### src/rtl/fp32_pkg.sv
// Shared FP32 field widths, special encodings and the operand record type.
// Also holds the ordering key used by the optional FP32_CMP_EN compare outputs.
package fp32_pkg;

    localparam int EXP_W  = 8;
    localparam int FRAC_W = 23;
    localparam int BIAS   = 127;

    localparam logic [31:0] QNAN    = 32'h7FC0_0000;
    localparam logic [31:0] POS_INF = 32'h7F80_0000;
    localparam logic [31:0] NEG_INF = 32'hFF80_0000;

    typedef struct packed {
        logic              sign;
        logic [EXP_W-1:0]  exp;
        logic [FRAC_W-1:0] frac;
    } fp32_t;

    // Signed ordering key; denormals and both zeros collapse onto key 0
    function automatic logic signed [31:0] cmp_key(input fp32_t x);
        logic signed [31:0] mag;
        mag = $signed({1'b0, x.exp, x.frac});
        return (x.exp == 8'd0) ? 32'sd0 : (x.sign ? -mag : mag);
    endfunction

endpackage

### src/rtl/fp32_lzc.sv
// 24-bit leading-zero counter used to renormalise add/sub results.
// An all-zero input reports 24.
module fp32_lzc (
    input  logic [23:0] value,
    output logic [4:0]  count
);

    // Scan upward so the highest set bit is the last to overwrite the count
    always_comb begin
        count = 5'd24;
        for (int i = 0; i < 24; i++) begin
            count = value[i] ? 5'(23 - i) : count;
        end
    end

endmodule

### src/rtl/fp32_arith_unit.sv
// Single-cycle FP32 add/sub/mul with round-to-nearest-even and flush-to-zero.
// Optional macro FP32_CMP_EN adds registered lt/eq/gr compare flags.
module fp32_arith_unit
    import fp32_pkg::*;
(
    input  logic        clk,
    input  logic        rst,
    input  logic        in_valid,
    input  logic [31:0] a,
    input  logic [31:0] b,
    input  logic        control,
    input  logic        mul,
    output logic        out_valid,
    output logic [31:0] result
`ifdef FP32_CMP_EN
    ,
    output logic        lt,
    output logic        eq,
    output logic        gr
`endif
);

    fp32_t       a_s, b_s;
    logic        a_zero_s, b_zero_s, a_inf_s, b_inf_s, a_nan_s, b_nan_s;
    logic [23:0] a_sig_s, b_sig_s;
    logic        b_sign_add_s;

    assign a_s          = fp32_t'(a);
    assign b_s          = fp32_t'(b);
    assign a_zero_s     = (a_s.exp == 8'd0);
    assign b_zero_s     = (b_s.exp == 8'd0);
    assign a_inf_s      = (a_s.exp == 8'hFF) && (a_s.frac == 23'd0);
    assign b_inf_s      = (b_s.exp == 8'hFF) && (b_s.frac == 23'd0);
    assign a_nan_s      = (a_s.exp == 8'hFF) && (a_s.frac != 23'd0);
    assign b_nan_s      = (b_s.exp == 8'hFF) && (b_s.frac != 23'd0);
    assign a_sig_s      = a_zero_s ? 24'd0 : {1'b1, a_s.frac};
    assign b_sig_s      = b_zero_s ? 24'd0 : {1'b1, b_s.frac};
    assign b_sign_add_s = b_s.sign ^ control;

    logic              add_swap_s, add_xs_s, add_ys_s;
    logic [7:0]        add_ex_s, add_diff_s;
    logic [23:0]       add_sx_s, add_sy_s;
    logic [4:0]        add_shamt_s, add_lz_s;
    logic [53:0]       add_shift_s;
    logic [26:0]       add_align_s, add_norm_s;
    logic [27:0]       add_sum_s;
    logic [23:0]       add_mant_s;
    logic              add_g_s, add_st_s, add_sign_s, add_zero_s;
    logic signed [9:0] add_e_s;

    // Order operands by magnitude, align the smaller one with sticky, then add or subtract
    always_comb begin
        add_swap_s = {b_s.exp, b_sig_s} > {a_s.exp, a_sig_s};
        if (add_swap_s) begin
            add_ex_s   = b_s.exp;
            add_sx_s   = b_sig_s;
            add_xs_s   = b_sign_add_s;
            add_sy_s   = a_sig_s;
            add_ys_s   = a_s.sign;
            add_diff_s = b_s.exp - a_s.exp;
        end else begin
            add_ex_s   = a_s.exp;
            add_sx_s   = a_sig_s;
            add_xs_s   = a_s.sign;
            add_sy_s   = b_sig_s;
            add_ys_s   = b_sign_add_s;
            add_diff_s = a_s.exp - b_s.exp;
        end
        // Shifts past 27 only feed sticky, so cap the distance there
        add_shamt_s = (add_diff_s > 8'd27) ? 5'd27 : add_diff_s[4:0];
        add_shift_s = {add_sy_s, 30'd0} >> add_shamt_s;
        add_align_s = {add_shift_s[53:28], add_shift_s[27] | (|add_shift_s[26:0])};
        if (add_xs_s == add_ys_s) begin
            add_sum_s = {1'b0, add_sx_s, 3'b000} + {1'b0, add_align_s};
        end else begin
            add_sum_s = {1'b0, add_sx_s, 3'b000} - {1'b0, add_align_s};
        end
    end

    fp32_lzc u_lzc (
        .value (add_sum_s[26:3]),
        .count (add_lz_s)
    );

    // Renormalise the add/sub sum: one-bit right shift on carry, else left by the zero count
    always_comb begin
        add_zero_s = (add_sum_s == 28'd0);
        add_norm_s = add_sum_s[26:0] << add_lz_s;
        if (add_sum_s[27]) begin
            add_mant_s = add_sum_s[27:4];
            add_g_s    = add_sum_s[3];
            add_st_s   = |add_sum_s[2:0];
            add_e_s    = $signed({2'b00, add_ex_s}) + 10'sd1;
        end else begin
            add_mant_s = add_norm_s[26:3];
            add_g_s    = add_norm_s[2];
            add_st_s   = |add_norm_s[1:0];
            add_e_s    = $signed({2'b00, add_ex_s}) - $signed({5'd0, add_lz_s});
        end
        add_sign_s = add_zero_s ? (add_xs_s & add_ys_s) : add_xs_s;
    end

    logic [47:0]       mul_prod_s;
    logic [23:0]       mul_mant_s;
    logic              mul_g_s, mul_st_s, mul_sign_s, mul_zero_s;
    logic signed [9:0] mul_e_s;

    // Significand product with a single normalising step
    always_comb begin
        mul_prod_s = a_sig_s * b_sig_s;
        mul_zero_s = a_zero_s | b_zero_s;
        mul_sign_s = a_s.sign ^ b_s.sign;
        mul_e_s    = $signed({2'b00, a_s.exp}) + $signed({2'b00, b_s.exp}) - $signed(10'(BIAS));
        if (mul_prod_s[47]) begin
            mul_mant_s = mul_prod_s[47:24];
            mul_g_s    = mul_prod_s[23];
            mul_st_s   = |mul_prod_s[22:0];
            mul_e_s    = mul_e_s + 10'sd1;
        end else begin
            mul_mant_s = mul_prod_s[46:23];
            mul_g_s    = mul_prod_s[22];
            mul_st_s   = |mul_prod_s[21:0];
        end
    end

    logic [23:0]       sel_mant_s;
    logic              sel_g_s, sel_st_s, sel_sign_s, sel_zero_s, rnd_up_s;
    logic signed [9:0] sel_e_s, rnd_e_s;
    logic [24:0]       rnd_mant_s;
    logic [22:0]       rnd_frac_s;

    // Select the active path and round to nearest, ties to even
    always_comb begin
        if (mul) begin
            sel_mant_s = mul_mant_s;
            sel_g_s    = mul_g_s;
            sel_st_s   = mul_st_s;
            sel_e_s    = mul_e_s;
            sel_sign_s = mul_sign_s;
            sel_zero_s = mul_zero_s;
        end else begin
            sel_mant_s = add_mant_s;
            sel_g_s    = add_g_s;
            sel_st_s   = add_st_s;
            sel_e_s    = add_e_s;
            sel_sign_s = add_sign_s;
            sel_zero_s = add_zero_s;
        end
        rnd_up_s   = sel_g_s & (sel_st_s | sel_mant_s[0]);
        rnd_mant_s = {1'b0, sel_mant_s} + {24'd0, rnd_up_s};
        if (rnd_mant_s[24]) begin
            rnd_e_s    = sel_e_s + 10'sd1;
            rnd_frac_s = rnd_mant_s[23:1];
        end else begin
            rnd_e_s    = sel_e_s;
            rnd_frac_s = rnd_mant_s[22:0];
        end
    end

    logic        nan_s, inf_s, inf_sign_s;
    logic [31:0] res_next_s;

    // Special operands take priority, then zero/underflow, overflow and the normal pack
    always_comb begin
        if (mul) begin
            nan_s      = a_nan_s | b_nan_s | (a_inf_s & b_zero_s) | (b_inf_s & a_zero_s);
            inf_s      = a_inf_s | b_inf_s;
            inf_sign_s = mul_sign_s;
        end else begin
            nan_s      = a_nan_s | b_nan_s | (a_inf_s & b_inf_s & (a_s.sign != b_sign_add_s));
            inf_s      = a_inf_s | b_inf_s;
            inf_sign_s = a_inf_s ? a_s.sign : b_sign_add_s;
        end
        if (nan_s) begin
            res_next_s = QNAN;
        end else if (inf_s) begin
            res_next_s = inf_sign_s ? NEG_INF : POS_INF;
        end else if (sel_zero_s || (rnd_e_s <= 10'sd0)) begin
            res_next_s = {sel_sign_s, 31'd0};
        end else if (rnd_e_s >= 10'sd255) begin
            res_next_s = sel_sign_s ? NEG_INF : POS_INF;
        end else begin
            res_next_s = {sel_sign_s, rnd_e_s[7:0], rnd_frac_s};
        end
    end

`ifdef FP32_CMP_EN
    logic signed [31:0] key_a_s, key_b_s;
    logic               cmp_nan_s;

    // Ordering keys for the compare flags
    always_comb begin
        key_a_s   = cmp_key(a_s);
        key_b_s   = cmp_key(b_s);
        cmp_nan_s = a_nan_s | b_nan_s;
    end
`endif

    // Output stage: result and flags load under in_valid, valid tracks in_valid
    always_ff @(posedge clk or posedge rst) begin
        if (rst) begin
            result    <= 32'h0000_0000;
            out_valid <= 1'b0;
`ifdef FP32_CMP_EN
            lt        <= 1'b0;
            eq        <= 1'b0;
            gr        <= 1'b0;
`endif
        end else begin
            out_valid <= in_valid;
            if (in_valid) begin
                result <= res_next_s;
`ifdef FP32_CMP_EN
                lt     <= ~cmp_nan_s & (key_a_s < key_b_s);
                eq     <= ~cmp_nan_s & (key_a_s == key_b_s);
                gr     <= ~cmp_nan_s & (key_a_s > key_b_s);
`endif
            end
        end
    end

endmodule

### config.mk
export PLATFORM = sky130hd
export DESIGN_NAME = fp32_arith_unit
export DESIGN_NICKNAME = d
export VERILOG_FILES = /design/src/rtl/fp32_pkg.sv /design/src/rtl/fp32_lzc.sv /design/src/rtl/fp32_arith_unit.sv
export SDC_FILE = /design/constraint.sdc
export NUM_CORES = 2
export LEC_CHECK = 0
export BUFFER_PORTS_ARGS = -buffer_cell sky130_fd_sc_hd__clkbuf_2
export CAP_MARGIN = 40
export CORE_ASPECT_RATIO = 1.2
export CORE_UTILIZATION = 40
export DETAILED_ROUTE_END_ITERATION = 8
export PLACE_DENSITY = 0.64
export SKIP_CTS_REPAIR_TIMING = 1
export SYNTH_ARGS = -nofsm -noshare
export SYNTH_HDL_FRONTEND = slang
export SYNTH_SLANG_ARGS = --single-unit
### constraint.sdc
create_clock -name clk -period 1.6 [get_ports clk]
set_input_delay 0.16 -clock clk [delete_from_list [all_inputs] [get_ports clk]]
set_output_delay 0.16 -clock clk [all_outputs]
set_load 0.01 [all_outputs]
==> run_results.csv <==
group,metric,value,unit
outcome,status,"finished with violations",
outcome,violations,"setup timing",
floorplanning,die_w,267,um
yosys,syn_nets,5248,
yosys,postSynthCellCount,4381,
cells_and_area,fin_cells,6738,
global_routing,grt_pass1_wl,237,mm
yosys,avgSynthCellArea,7.70,sq um
job,max_cap_viol_count,0,
timing,finalSetupViolations,32,
cells_and_area,multiInputGateArea,30100,sq um
yosys,synth_seq_cells,33,
routing,route.detailed.drc,0,
setup_path,crit_type,"in2reg",
setup_path,max_stage_delay,540,ps
timing,slew_violations,0,
cells_and_area,fin_nets,6481,
timing,slew_headroom,39.6,%
yosys,synth_edf_count,0,
clock_network,cts_root_buf,"clkbuf_16",
clock_network,htree_num_levels,2,
setup_path,cp_max_fo,14,
setup_path,required,1790,ps
yosys,synth_ff_type,"dfrtp_1",
clock_network,cts_buffers,5,
global_routing,grt_max_degree,34,
clock_network,numClockSinks,33,
setup_path,cp-end-kind,"flip-flop",
timing,finClkSkew,0,ps
floorplanning,initial_core_util,40.4,%
routing,drt_iter0_drc,2878,
routing,ant_nets,0,
place,placed_cells,6699,
global_routing,grt_pass1_vias,38500,
yosys,yosys_warnings,0,
timing,max_clock_freq,85.0,MHz
cells_and_area,seqCellArea,826,sq um
floorplanning,die_h,320,um
cells_and_area,fillers,8075,
cells_and_area,syn_to_final_growth,37.3,%
yosys,syn_area,33700,sq um
timing,worst_slack,-10170,ps
setup_path,start_kind,"primary input",
clock_network,cts_tree,"built",
setup_path,slowest_stage,"or4_4",
place,gp_congestion,1.05,
yosys,synthDistinctLibCells,116,
floorplanning,dieArea,85500,sq um
routing,num_vias,37500,
cells_and_area,final_layout_size_suffix_gt1_share,30.5,%
global_routing,overflow,0,
routing,firstDrtPassIters,6,
floorplanning,fp.coreArea,83500,sq um
clock_network,clk_pin_slew,60,ps
clock_network,clockBufferDepth,2,
hold_path,min_path_type,"in2reg",
cells_and_area,final_core_util,55.5,%
timing,rsz0062_at_grt,"yes",
cells_and_area,mostFrequentLayoutCells,"1305 x buf_4, 690 x inv_1, 622 x nand2_1",
routing,finalWirelength,161,mm
floorplanning,io_pins,102,
global_routing,antenna_found_initial,8,
clock_network,clk_latency,270,ps
timing,hold_viol,0,
place,io_buffers,101,
routing,wl_per_cell,23.9,um
timing,worst_pin_slew,903,ps
cells_and_area,design_area,46300,sq um
place,hpwl,137,mm
floorplanning,fp-row-count,116,
timing,holdWs,403,ps
yosys,seq_area_frac_synth,2.45,%
timing,min_period,11770,ps
yosys,ys_async_sr_fraction,100,%
timing,layout_worst_path_cycle_share,736,%
setup_path,cp_common_cell,"buf_4",
place,placed_cell_area,45100,sq um
cells_and_area,final_common_cell,"buf_4",
setup_path,cp.arrival,11950,ps
routing,avgViaCountPerCell,5.57,
global_routing,grt_use_total,37.1,%
==> synth_stat cells (11+ instances only) <==
| master | number | area, sq um |
|---|---|---|
| o21ai_0 | 145 | 726 |
| nor2b_1 | 18 | 113 |
| nand4_1 | 33 | 206 |
| nand2_1 | 631 | 2370 |
| o211ai_1 | 32 | 240 |
| dfrtp_1 | 33 | 826 |
| o22ai_1 | 25 | 156 |
| nor4_1 | 39 | 244 |
| and2_1 | 138 | 863 |
| fa_1 | 487 | 9750 |
| a21boi_0 | 11 | 82.6 |
| buf_1 | 11 | 41.3 |
| clkbuf_1 | 168 | 631 |
| o31ai_1 | 26 | 195 |
| a21oi_1 | 201 | 1010 |
| nand3_1 | 84 | 420 |
| a311oi_1 | 11 | 96.3 |
| or3_1 | 20 | 125 |
| nand2b_1 | 22 | 138 |
| mux2_2 | 17 | 191 |
| inv_1 | 697 | 2620 |
| xnor2_1 | 85 | 744 |
| o2bb2ai_1 | 12 | 105 |
| o221ai_1 | 11 | 96.3 |
| o21bai_1 | 27 | 203 |
| a22o_1 | 13 | 114 |
| a31oi_1 | 35 | 219 |
| nor2_1 | 280 | 1050 |
| o32ai_2 | 15 | 244 |
| a211oi_1 | 36 | 270 |
| and3_1 | 106 | 663 |
| mux2i_1 | 87 | 871 |
| o211a_1 | 11 | 110 |
| o21ai_1 | 15 | 75.1 |
| buf_2 | 30 | 150 |
| a21o_1 | 49 | 368 |
| a211o_1 | 13 | 114 |
| ha_1 | 311 | 3890 |
| xor2_1 | 39 | 342 |
| nor3_1 | 85 | 425 |
==> registers in the layout (all words and copies together) (netlist names) <==
signal     count
out_valid      1
result        32
==> kinds of logic (layout without fill, tap and decap cells) <==
| family | after synthesis | after routing | share of synthesized area (%) |
|---|---|---|---|
| adder cells (fa/ha/maj) | 798 | 798 | 40.5 |
| AND/OR/NAND/NOR | 1537 | 1537 | 21.8 |
| multiplexers | 115 | 115 | 3.69 |
| XOR/XNOR | 125 | 125 | 3.27 |
| other | 0 | 2 | 0 |
| flip-flops | 33 | 33 | 2.45 |
| AO/OA/AOI/OAI | 839 | 840 | 17.5 |
| buffers and inverters | 934 | 2167 | 10.8 |
==> worst paths after layout <==
| check | from | endpoint | slack [ps] | depth (start not counted) |
|---|---|---|---|---|
| worst min register to register | result[12] | result[12] | 500 | 1 |
| worst min-delay path | in_valid | out_valid | 400 | 2 |
| worst max register to register | result[22] | result[22] | 660 | 2 |
| max in group asynchronous | rst | result[13] | 780 | 4 |
| min in group asynchronous | rst | out_valid | 510 | 4 |
| worst max-delay path | b[28] | result[22] | -10170 | 59 |
==> critical path, delay by kind of cell <==
family / cells / cell delay [ps]
compound gates: 26 / 4880
simple gates: 15 / 3750
buf+inv: 14 / 2170
fa+ha+maj: 3 / 820
mux: 1 / 120
==> metrics by stage <==
step / setup TNS [ps] / worst slack [ps]
floorplan: -316780 / -10080
global placement: -346970 / -10980
detailed placement: -352610 / -11120
CTS: -345450 / -10890
global route: -333750 / -10580
finish: -320800 / -10170
==> cell type report <==
class / instances / area share, %
well taps: 1121 / 3.03
inverters: 706 / 5.75
clock inverters: 3 / 0.0378
repair buffers: 1453 / 24.1
flip-flops and latches: 33 / 1.78
clock buffers: 5 / 0.270
diodes: 2 / 0.0108
multi-input cells: 3415 / 65.1
==> layer usage <==
metal,vias to the layer above,global-route usage (%),wire length [um]
li1,17000,-,-
met1,18200,43.6,59900
met2,1690,62.9,76000
met3,566,6.12,12300
met4,10,22.8,12600
met5,-,0,73
Power is left out: the tool's default activity adds up to more than one toggle a clock period on the data nets, which glitch-free logic cannot reach.
